===== src/rtl/piso_ctrl.sv =====
// rtl/piso_ctrl.sv - Load/shift sequencer that frames parallel words for a piso shift register
//
// Purpose: accepts a word on a valid/ready handshake, loads it into a downstream
// piso, then enables that piso for DATA_WIDTH shift cycles. frame_o marks those
// cycles. After the last bit it pulses done_o and, optionally, holds an idle gap
// before accepting the next word.
//
// Ports:
//   clk_i            - clock, all logic on posedge
//   s_rst_n_i        - synchronous active-low reset
//   s_valid_i        - upstream word valid
//   s_data_i         - upstream word
//   s_ready_o        - high in IDLE only
//   abort_i          - cancel the current word and return to IDLE
//   piso_wr_enable_o - piso load strobe (LOAD state)
//   piso_enable_o    - piso shift enable (SHIFT state)
//   piso_data_o      - captured word, held until the next accepted word
//   frame_o          - high while the word's bits are on the serial line
//   busy_o           - high in any state other than IDLE
//   done_o           - one-cycle pulse after the last bit of a non-aborted word
module piso_ctrl #(
    parameter int DATA_WIDTH = 8,
    parameter int GAP_CYCLES = 0
) (
    input  logic                  clk_i,
    input  logic                  s_rst_n_i,
    input  logic                  s_valid_i,
    input  logic [DATA_WIDTH-1:0] s_data_i,
    output logic                  s_ready_o,
    input  logic                  abort_i,
    output logic                  piso_wr_enable_o,
    output logic                  piso_enable_o,
    output logic [DATA_WIDTH-1:0] piso_data_o,
    output logic                  frame_o,
    output logic                  busy_o,
    output logic                  done_o
);

    localparam int CNT_WIDTH  = $clog2(DATA_WIDTH);
    localparam int GAP_WIDTH  = (GAP_CYCLES > 0) ? $clog2(GAP_CYCLES + 1) : 1;
    localparam int GAP_LOAD_I = (GAP_CYCLES > 0) ? GAP_CYCLES - 1 : 0;
    localparam bit HAS_GAP    = (GAP_CYCLES > 0);

    localparam logic [CNT_WIDTH-1:0] BIT_LOAD = CNT_WIDTH'(DATA_WIDTH - 1);
    localparam logic [GAP_WIDTH-1:0] GAP_LOAD = GAP_WIDTH'(GAP_LOAD_I);

    typedef enum logic [1:0] {
        ST_IDLE  = 2'd0,
        ST_LOAD  = 2'd1,
        ST_SHIFT = 2'd2,
        ST_GAP   = 2'd3
    } state_t;

    state_t                  state_q, state_d;
    logic [CNT_WIDTH-1:0]    bit_cnt_q, bit_cnt_d;
    logic [GAP_WIDTH-1:0]    gap_cnt_q, gap_cnt_d;
    logic [DATA_WIDTH-1:0]   data_q, data_d;
    logic                    done_q, done_d;

    always_ff @(posedge clk_i) begin
        if (!s_rst_n_i) begin
            state_q   <= ST_IDLE;
            bit_cnt_q <= '0;
            gap_cnt_q <= '0;
            data_q    <= '0;
            done_q    <= 1'b0;
        end else begin
            state_q   <= state_d;
            bit_cnt_q <= bit_cnt_d;
            gap_cnt_q <= gap_cnt_d;
            data_q    <= data_d;
            done_q    <= done_d;
        end
    end

    always_comb begin
        state_d   = state_q;
        bit_cnt_d = bit_cnt_q;
        gap_cnt_d = gap_cnt_q;
        data_d    = data_q;
        done_d    = 1'b0;

        // Abort wins over everything except reset, including an IDLE handshake.
        if (abort_i) begin
            state_d   = ST_IDLE;
            bit_cnt_d = '0;
            gap_cnt_d = '0;
        end else begin
            case (state_q)
                ST_IDLE: begin
                    // s_ready_o is high throughout IDLE, so valid alone completes the handshake.
                    if (s_valid_i) begin
                        data_d  = s_data_i;
                        state_d = ST_LOAD;
                    end
                end
                ST_LOAD: begin
                    state_d   = ST_SHIFT;
                    bit_cnt_d = BIT_LOAD;
                end
                ST_SHIFT: begin
                    if (bit_cnt_q == '0) begin
                        done_d    = 1'b1;
                        bit_cnt_d = '0;
                        if (HAS_GAP) begin
                            state_d   = ST_GAP;
                            gap_cnt_d = GAP_LOAD;
                        end else begin
                            state_d = ST_IDLE;
                        end
                    end else begin
                        bit_cnt_d = bit_cnt_q - 1'b1;
                    end
                end
                ST_GAP: begin
                    if (gap_cnt_q == '0) begin
                        state_d = ST_IDLE;
                    end else begin
                        gap_cnt_d = gap_cnt_q - 1'b1;
                    end
                end
                default: begin
                    state_d = ST_IDLE;
                end
            endcase
        end
    end

    // All strobes come from the state register so no input reaches an output combinationally.
    assign s_ready_o        = (state_q == ST_IDLE);
    assign busy_o           = (state_q != ST_IDLE);
    assign piso_wr_enable_o = (state_q == ST_LOAD);
    assign piso_enable_o    = (state_q == ST_SHIFT);
    assign frame_o          = (state_q == ST_SHIFT);
    assign piso_data_o      = data_q;
    assign done_o           = done_q;

endmodule


===== config.mk =====
export PLATFORM = sky130hd
export DESIGN_NAME = piso_ctrl
export DESIGN_NICKNAME = d
export VERILOG_FILES = /design/src/rtl/piso_ctrl.sv
export SDC_FILE = /design/constraint.sdc
export NUM_CORES = 1
export LEC_CHECK = 0
export ABC_AREA = 1
export CORE_AREA = 5 5 49 51
export CTS_CLUSTER_SIZE = 24
export DETAILED_ROUTE_END_ITERATION = 8
export DIE_AREA = 0 0 54 56
export PLACE_DENSITY_LB_ADDON = 0.3
export SLEW_MARGIN = 20
export SYNTH_ARGS = -nofsm -noshare
export SYNTH_HDL_FRONTEND = slang
export SYNTH_SLANG_ARGS = --single-unit

===== constraint.sdc =====
create_clock -name clk_i -period 1.55 [get_ports clk_i]
set_input_delay 0.155 -clock clk_i [delete_from_list [all_inputs] [get_ports clk_i]]
set_output_delay 0.155 -clock clk_i [all_outputs]
set_load 0.02 [all_outputs]

; ---- Yosys cells after proc, flatten, opt, wreduce, memory -nomap -nowiden
; Index checks and enable logic that the tools add are counted.
[classes]
reduce_logical = 8
eq_ne = 6
add_sub_neg = 2
n_mux = 8
bitwise = 3
[ops]
columns = op, count
row1 = $pmux W2 S4, 1
row2 = $mux W2, 3
row3 = $pmux W3 S2, 1
row4 = $reduce_and A3 Y1, 2
row5 = $eq A2 B2 Y1 const B, 2
row6 = $ne A2 B2 Y1 const B, 2
row7 = $reduce_bool A2 Y1, 2
row8 = $logic_not A3 Y1, 1
row9 = $mux W3, 1
row10 = $not A1 Y1, 3
row11 = $reduce_or A3 Y1, 1
row12 = $sub A3 B1 Y3 const B, 1
row13 = $eq A2 B1 Y1 const B, 1
row14 = $logic_not A2 Y1, 1
row15 = $mux W1, 2
row16 = $ne A2 B1 Y1 const B, 1
row17 = $reduce_or A2 Y1, 1
row18 = $sub A1 B1 Y1 const B, 1
[totals]
regBits = 15

; ---- Longest topological paths before layout
; Gate-level depths: netlist of the first run.
[logic_depth]
word_depth = 3
mapped_depth = 7
ltp_nobuf = 7

; ---- Worst setup path after synthesis of the first run
; Ideal clock, no wire load.
[synth_timing]
kind = reg2reg
from = register state_q[1]
to = register data_q[0] (netlist: piso_data_o[0])
required_ns = 1.434
stages_incl_launch_ff = 7
period_less_slack_ns = 1.225
arrival_ns = 1.110
slack_ns = 0.325
setup_time_ns = 0.116
path_cell_list = dfxtp_1 > inv_1 > ha_1 > nand3_4 > clkinv_2 > nor2_1 > nor2_1
[synth_between]
elab_chain_cells = 2
[synth_lines]
columns = element, line
row1 = from (decl), 54  ; state_t state_q, state_d;
row2 = from (signal assigned), 68  ; state_q <= state_d;
row3 = $logic_not A2 Y1, -
row4 = net s_ready_o, 29  ; output logic s_ready_o,
row5 = $reduce_and A3 Y1 (no line), -
row6 = to (signal assigned), 71  ; data_q <= data_d;
row7 = to (decl), 57  ; logic [DATA_WIDTH-1:0] data_q, data_d;
; The timed path passes the listed nets, and every way through them passes these cells.
; A chain may end at the register's enable or synchronous reset.

; ---- Worst setup path in the final report of the first run
[layout_timing]
from = register state_q[0]
to = output port frame_o
[layout_between]
elab_chain_cells = 1
[layout_lines]
columns = element, line
row1 = $eq A2 B2 Y1, 134  ; assign frame_o = (state_q == ST_SHIFT);
row2 = to (decl), 34  ; output logic frame_o,
; Every way passes these cells.

==> key figures, run 1 <==
STA
  • Final critical-path share of the clock period: 92.8%
  • Setup Total Neg Slack: 0 ns
  • Final-report setup violation count: 0
  • Post-route clock skew: 0.000609 ns
  • Max-slew headroom: 80.5%
  • Transition time at the pin with the least slew margin: 0.291 ns
  • Maximum frequency from static timing analysis: 696 MHz
  • Fin Hold WS: 0.487 ns
  • Unrepaired setup endpoints after global routing: no
  • Final Critical Period: 1.44 ns
  • Final max-slew violation count: 0
  • Number of hold-slack violations in the final timing report: 0

Global route
  • GR Layer Usage met1: 13.6%
  • GRT Util Overall: 10.7%
  • Maximum number of pins on one net before global-route repair: 10
  • GRT busiest layer: met2
  • Number of antenna violations at the first check in global routing: 0
  • Met2 track utilization from global routing: 17.0%
  • Vias in the first global route: 582
  • Wire length of the first global-routing pass: 2480 um
  • Global-route congestion overflow total: 0
  • Global-route met3 utilization: 2.41%

CTS
  • Cts hold-fix bufs: 0
  • CTS sink cnt: 14
  • Postcts setup bufs: 0
  • Worst-skew pair later-pin latency: 0.27 ns
  • Number of buffers added by the clock tree synthesis step: 3
  • CTS tree: yes
  • Clk buf depth: 2
  • Buffer cell driving the clock tree root: sky130_fd_sc_hd__clkbuf_4
  • # H-tree levels: 1
  • Clock transition at the register clock pins on the worst setup and hold paths after CTS: 0.08 ns

Route
  • Drt via density: 4.28
  • Aggregate routed wire length: 1400 um
  • 1st-pass router iterations: 4
  • Drt initial violations: 10
  • # DRC: 0
  • WL per Instance: 10.2 um
  • DRT antenna net count: 0
  • Vias: 586

Layout
  • Diode count: 0
  • Number of nets in the finished design: 128
  • Final core utilization: 49.3%
  • Design Area, Final: 937 um^2
  • Layout overhead on the synthesized area: 46.6%
  • Fraction of layout cells with a size suffix above 1: 12.7%

Status
  • Run status: complete, no violations

Synth
  • Synth unique cells: 17
  • Number of synthesis warnings: 0
  • Cell taking the most area after synthesis: sky130_fd_sc_hd__dfxtp_1
  • Synth top area cells: sky130_fd_sc_hd__dfxtp_1 (44%), sky130_fd_sc_hd__nor2_1 (12%), sky130_fd_sc_hd__ha_1 (7.8%)
  • Ranking of synthesized cells by instance count: sky130_fd_sc_hd__nor2_1 (21), sky130_fd_sc_hd__dfxtp_1 (14), sky130_fd_sc_hd__nand2_1 (10)
  • EDFF count, synth: 0
  • Fraction of synthesis flops using an asynchronous set or reset pin: 0%
  • Synth top area share: 43.8%
  • Mapped Area: 639 um^2
  • Dominant cell by count in the synthesized netlist: sky130_fd_sc_hd__nor2_1
  • Post-synthesis area per instance: 7.80 um^2
  • Synth Net Count: 98
  • Cells after Synth: 82
  • Predominant post-synthesis flop cell: sky130_fd_sc_hd__dfxtp_1
  • Sequential element share of the synthesized area: 43.8%
  • Count of state elements after synthesis: 14

Setup path
  • Critical setup path kind: reg2out
  • Sort of element at the start of the critical path: flop
  • Required arrival time at the worst endpoint: 1.39 ns
  • Critical-path maximum fanout: 3
  • Path length in cells of the critical path: 3
  • Family with the most delay on the worst path: buffers and inverters
  • Data arrival time of the critical path: 1.28 ns
  • Cell at the slowest stage of the critical path: sky130_fd_sc_hd__dfxtp_1
  • Type of destination of the critical path: primary output
  • Crit path largest cell delay: 0.37 ns
  • Critical-path cell list: inv_1 > ha_1 > dlygate4sd2_1
  • Buf+Inv Stages, Crit Path: 2
  • R2R depth: 7

Placement
  • Post-detail-place hpwl: 1110 um
  • Number of port buffers: 25
  • Global placement routability congestion: 0.782
  • Post-detailed-placement cell area: 923 um^2

Worst hold path
  • Worst hold path type: reg2reg
  • WHS Path Cells: 2

Pwr
  • Maximum resistive drop on vdd: 0.366 mV
  • Power density over the cells: 867 nW/um^2
  • Post-route total power: 812 uW
  • Static power due to leakage: 0.000408 uW

Floorplanning
  • Die area: 3020 um^2
  • Boundary pin count: 26
  • Die width: 54 um
  • Core outline area: 1900 um^2
  • Die Span Y: 56 um
  • Site row count: 16
  • Starting density of the core: 33.6%

Run
  • MaxCap Viol Count: 0
final timing paths:
check                                    start        endpoint  slack (ns)
worst min register to register  piso_data_o[3]  piso_data_o[3]        0.49
worst min-delay path            piso_data_o[3]  piso_data_o[3]        0.49
worst max register to register      state_q[0]  piso_data_o[0]        0.21
worst max-delay path                state_q[0]         frame_o        0.11
metal layers:
| layer | up-vias | part of all wire [%] |
|---|---|---|
| met5 | - | 0 |
| met4 | 0 | 0.36 |
| met3 | 2 | 7.3 |
| met2 | 18 | 46 |
| met1 | 250 | 46 |
| li1 | 316 | - |
tightest hold or removal path, stage by stage (launching register included):
cell and delay [ns]:
sky130_fd_sc_hd__dfxtp_1 0.33, sky130_fd_sc_hd__nor2_1 0.04, sky130_fd_sc_hd__nor2_1 0.08
placed cells by master, fill, tap and decap left out, types with 3 or more instances in the layout:
| cell type | count |
|---|---|
| sky130_fd_sc_hd__inv_1 | 9 |
| sky130_fd_sc_hd__nor2_1 | 21 |
| sky130_fd_sc_hd__clkbuf_4 | 3 |
| sky130_fd_sc_hd__ha_1 | 4 |
| sky130_fd_sc_hd__dfxtp_1 | 13 |
| sky130_fd_sc_hd__a21oi_1 | 3 |
| sky130_fd_sc_hd__o21ai_0 | 9 |
| sky130_fd_sc_hd__nand2_1 | 10 |
| sky130_fd_sc_hd__dlygate4sd2_1 | 4 |
| sky130_fd_sc_hd__clkdlybuf4s50_1 | 20 |
power breakdown:
part           internal [uW]  leakage (uW)  switching [uW]  total, uW
Sequential               384      0.000115            13.7        397
Combinational            101      0.000279             115        216
Clock                   89.8     0.0000138             110        199
Total                    574      0.000408             238        812
metrics by stage:
step | instances | worst slack (ns)
after floorplan | 82 | 0.325
after global placement | 134 | 0.0895
after detailed placement | 134 | 0.0484
after CTS | 137 | 0.0213
after global routing | 137 | 0.0303
final | 137 | 0.112
timing repair:
item,in CTS,in global routing
setup endpoints to repair,5,2
pin swaps,0,0
gates cloned,0,0
gates resized for setup,5,3
endpoints found under the hold margin,0,0
area by class of cell:
class,instances,area [um^2]
multi-input combinational,56,309
tap,27,33.8
clock buffer,3,22.5
fill,189,965
inverter,11,42.5
timing repair buffer,26,248
sequential,14,282
cells by family (layout without fill, tap and decap cells):
| family | Yosys count | after routing | synth area share [%] |
|---|---|---|---|
| AOI/OAI and AO/OA | 14 | 14 | 11.7 |
| adders and majority gates | 4 | 4 | 7.83 |
| buffers and inverters | 12 | 40 | 7.83 |
| DFF | 14 | 14 | 43.8 |
| and+or+nand+nor | 38 | 38 | 28.8 |
state kept, by name, indices dropped and copies added, names as in the netlist:
name,cells
bit_cnt_q,3
piso_data_o,8
state_q,2
done_o,1
Note: power is estimated with default switching activity, not from simulation.
==> run 2: changes to the inputs <==
--- a/config.mk
+++ b/config.mk
@@ -6,10 +6,10 @@
 export NUM_CORES = 1
 export LEC_CHECK = 0
 export ABC_AREA = 1
-export CORE_AREA = 5 5 49 51
+export CORE_AREA = 2 2 46 48
 export CTS_CLUSTER_SIZE = 24
 export DETAILED_ROUTE_END_ITERATION = 8
-export DIE_AREA = 0 0 54 56
+export DIE_AREA = 0 0 48 50
 export PLACE_DENSITY_LB_ADDON = 0.3
 export SLEW_MARGIN = 20
 export SYNTH_ARGS = -nofsm -noshare
==> run 2 against run 1 <==
Critical path depth stayed put. Non-clock buffer count unchanged. Global-route usage rose by 1.8 points. Sequential share of layout area is 0.094 points lower. Die area shrank 21%. Utilization decreased by 0.066 points. Clock-buffer cell count unchanged. Routed wire length is 2.1% lower. Sequential power about the same. First-iteration DRC count is 10% lower.
==> key figures, run 2 (synthesis results as in run 1) <==
Setup path
  • FF-to-FF Start: state_q[0]
  • R2R depth: 7
  • Crit path largest cell delay: 0.36 ns
  • Family with the most delay on the worst path: buffers and inverters
  • Critical setup path kind: reg2out
  • Data arrival time of the critical path: 1.28 ns
  • Endpoint of the worst register-to-register path: piso_data_o[4]
  • Buf+Inv Stages, Crit Path: 2
  • Critical-path cell list: inv_1 > ha_1 > dlygate4sd2_1
  • Required arrival time at the worst endpoint: 1.39 ns
  • Sort of element at the start of the critical path: flop
  • Type of destination of the critical path: primary output
  • Critical-path maximum fanout: 3
  • Register-to-register setup slack: 0.23 ns
  • Cell at the slowest stage of the critical path: sky130_fd_sc_hd__dfxtp_1

STA
  • Transition time at the pin with the least slew margin: 0.278 ns
  • Final-report setup violation count: 0
  • Final critical-path share of the clock period: 92.6%
  • Number of hold-slack violations in the final timing report: 0
  • Setup Total Neg Slack: 0 ns
  • Unrepaired setup endpoints after global routing: no
  • Max-slew headroom: 81.4%
  • Final worst-path setup slack: 0.115 ns
  • Post-route clock skew: 0.000820 ns
  • Final max-slew violation count: 0
  • Maximum frequency from static timing analysis: 697 MHz
  • Final Critical Period: 1.43 ns

Placement
  • Global placement routability congestion: 0.683
  • Worst slack, placed: 0.0742 ns
  • Number of port buffers: 25
  • Post-detail-place hpwl: 1030 um
  • Number of cells in the design after placement: 134

Pwr
  • Maximum resistive drop on vdd: 0.353 mV
  • Static power due to leakage: 0.000407 uW
  • Power density over the cells: 876 nW/um^2

Floorplanning
  • Core outline area: 1900 um^2
  • Site row count: 16
  • Die width: 48 um
  • Boundary pin count: 26
  • Die Span Y: 50 um
  • Starting density of the core: 33.6%
  • Die area: 2400 um^2

Route
  • Vias: 591
  • WL per Instance: 10.0 um
  • Drt via density: 4.31
  • # DRC: 0
  • Aggregate routed wire length: 1370 um
  • DRT antenna net count: 0
  • Drt initial violations: 9
  • 1st-pass router iterations: 4

Global route
  • Number of antenna violations at the first check in global routing: 0
  • Wire length of the first global-routing pass: 2190 um
  • Global-route congestion overflow total: 0
  • Maximum number of pins on one net before global-route repair: 10
  • Vias in the first global route: 546
  • GRT Util Overall: 12.5%

Layout
  • Commonest cells after routing, fill and taps aside: sky130_fd_sc_hd__nor2_1 (21), sky130_fd_sc_hd__clkdlybuf4s50_1 (20), sky130_fd_sc_hd__dfxtp_1 (14)
  • Number of flip-flops under the largest register name: 8
  • Diode count: 0
  • Most common library cell in the layout ignoring fill and taps: sky130_fd_sc_hd__nor2_1
  • Number of nets in the finished design: 128
  • Layout overhead on the synthesized area: 46.4%
  • Fraction of layout cells with a size suffix above 1: 11.8%
  • Final cell count without fillers: 137

Worst hold path
  • WHS Path Cells: 2
  • Hold path endpoint: piso_data_o[3]
  • Worst hold path type: reg2reg
  • Beginning of the worst hold path: piso_data_o[3]

CTS
  • Clock transition at the register clock pins on the worst setup and hold paths after CTS: 0.08 ns
  • CTS tree: yes
  • Worst-skew pair later-pin latency: 0.28 ns
  • CTS sink cnt: 14
  • Cts hold-fix bufs: 0
  • Number of buffers added by the clock tree synthesis step: 3
  • Clk buf depth: 2
  • # H-tree levels: 1
  • Buffer cell driving the clock tree root: sky130_fd_sc_hd__clkbuf_4

Status
  • Run status: complete, no violations

Run
  • MaxCap Viol Count: 0
[run 2: cell counts in the layout (fill, tap and decap cells not counted)]
Identical to the previous run, type by type.
[run 2: report_power, final]
group | internal, uW | leakage, uW | switching, uW
Clock | 90.0 | 0.0000138 | 117
Combinational | 101 | 0.000279 | 114
Sequential | 383 | 0.000115 | 14.2
Total | 574 | 0.000407 | 245
[run 2: repair_timing]
| item | in CTS | in global routing |
|---|---|---|
| setup buffers | 0 | 0 |
| endpoints found under the hold margin | 0 | 0 |
| resized for setup | 5 | 2 |
| cloned | 0 | 0 |
| setup endpoints to repair | 5 | 1 |
[run 2: cell type report]
cell class / instances / area [um^2]
sequential: 14 / 280
fill: 201 / 966
timing repair buffer: 26 / 248
clock buffer: 3 / 22.5
tap: 27 / 33.8
multi-input combinational: 56 / 309
inverter: 11 / 42.5
[run 2: worst max-delay path by stage]
stage	cells past startpoint	from	endpoint	slack, ns
after floorplan	6	state_q[1]	piso_data_o[0]	0.32
after global placement	4	state_q[1]	busy_o	0.09
after detailed placement	4	state_q[0]	busy_o	0.07
after CTS	4	state_q[0]	busy_o	0.03
after global routing	3	state_q[0]	frame_o	0.02
final	3	state_q[0]	s_ready_o	0.12
[run 2: worst reg2reg max path, cell delays in order, from the launching register on]
cell                       delay [ns]
sky130_fd_sc_hd__dfxtp_1         0.36
sky130_fd_sc_hd__inv_1           0.09
sky130_fd_sc_hd__ha_1            0.23
sky130_fd_sc_hd__buf_4           0.15
sky130_fd_sc_hd__nand3_4         0.11
sky130_fd_sc_hd__clkinv_2        0.13
sky130_fd_sc_hd__nor2_1          0.11
sky130_fd_sc_hd__nor2_1          0.05
[run 2: per-layer routing]
| layer | global-route usage (%) | wire (um) | vias up | share of wire, % |
|---|---|---|---|---|
| li1 | - | - | 313 | - |
| met4 | 5.41 | 0 | 0 | 0 |
| met3 | 2.93 | 104 | 0 | 7.6 |
| met5 | 0 | 0 | - | 0 |
| met2 | 19.6 | 624 | 23 | 46 |
| met1 | 15.7 | 641 | 255 | 47 |
[run 2: metrics by stage]
stage / util (%) / hold WS (ns) / total power [uW] / area [um^2]
global placement: 48.6 / 0.465 / 628 / 923
floorplan: - / 0.291 / 533 / 639
finish: 49.2 / 0.485 / 820 / 936
global route: 49.2 / 0.506 / 865 / 936
detailed placement: 48.6 / 0.477 / 630 / 923
CTS: 49.4 / 0.490 / 832 / 940
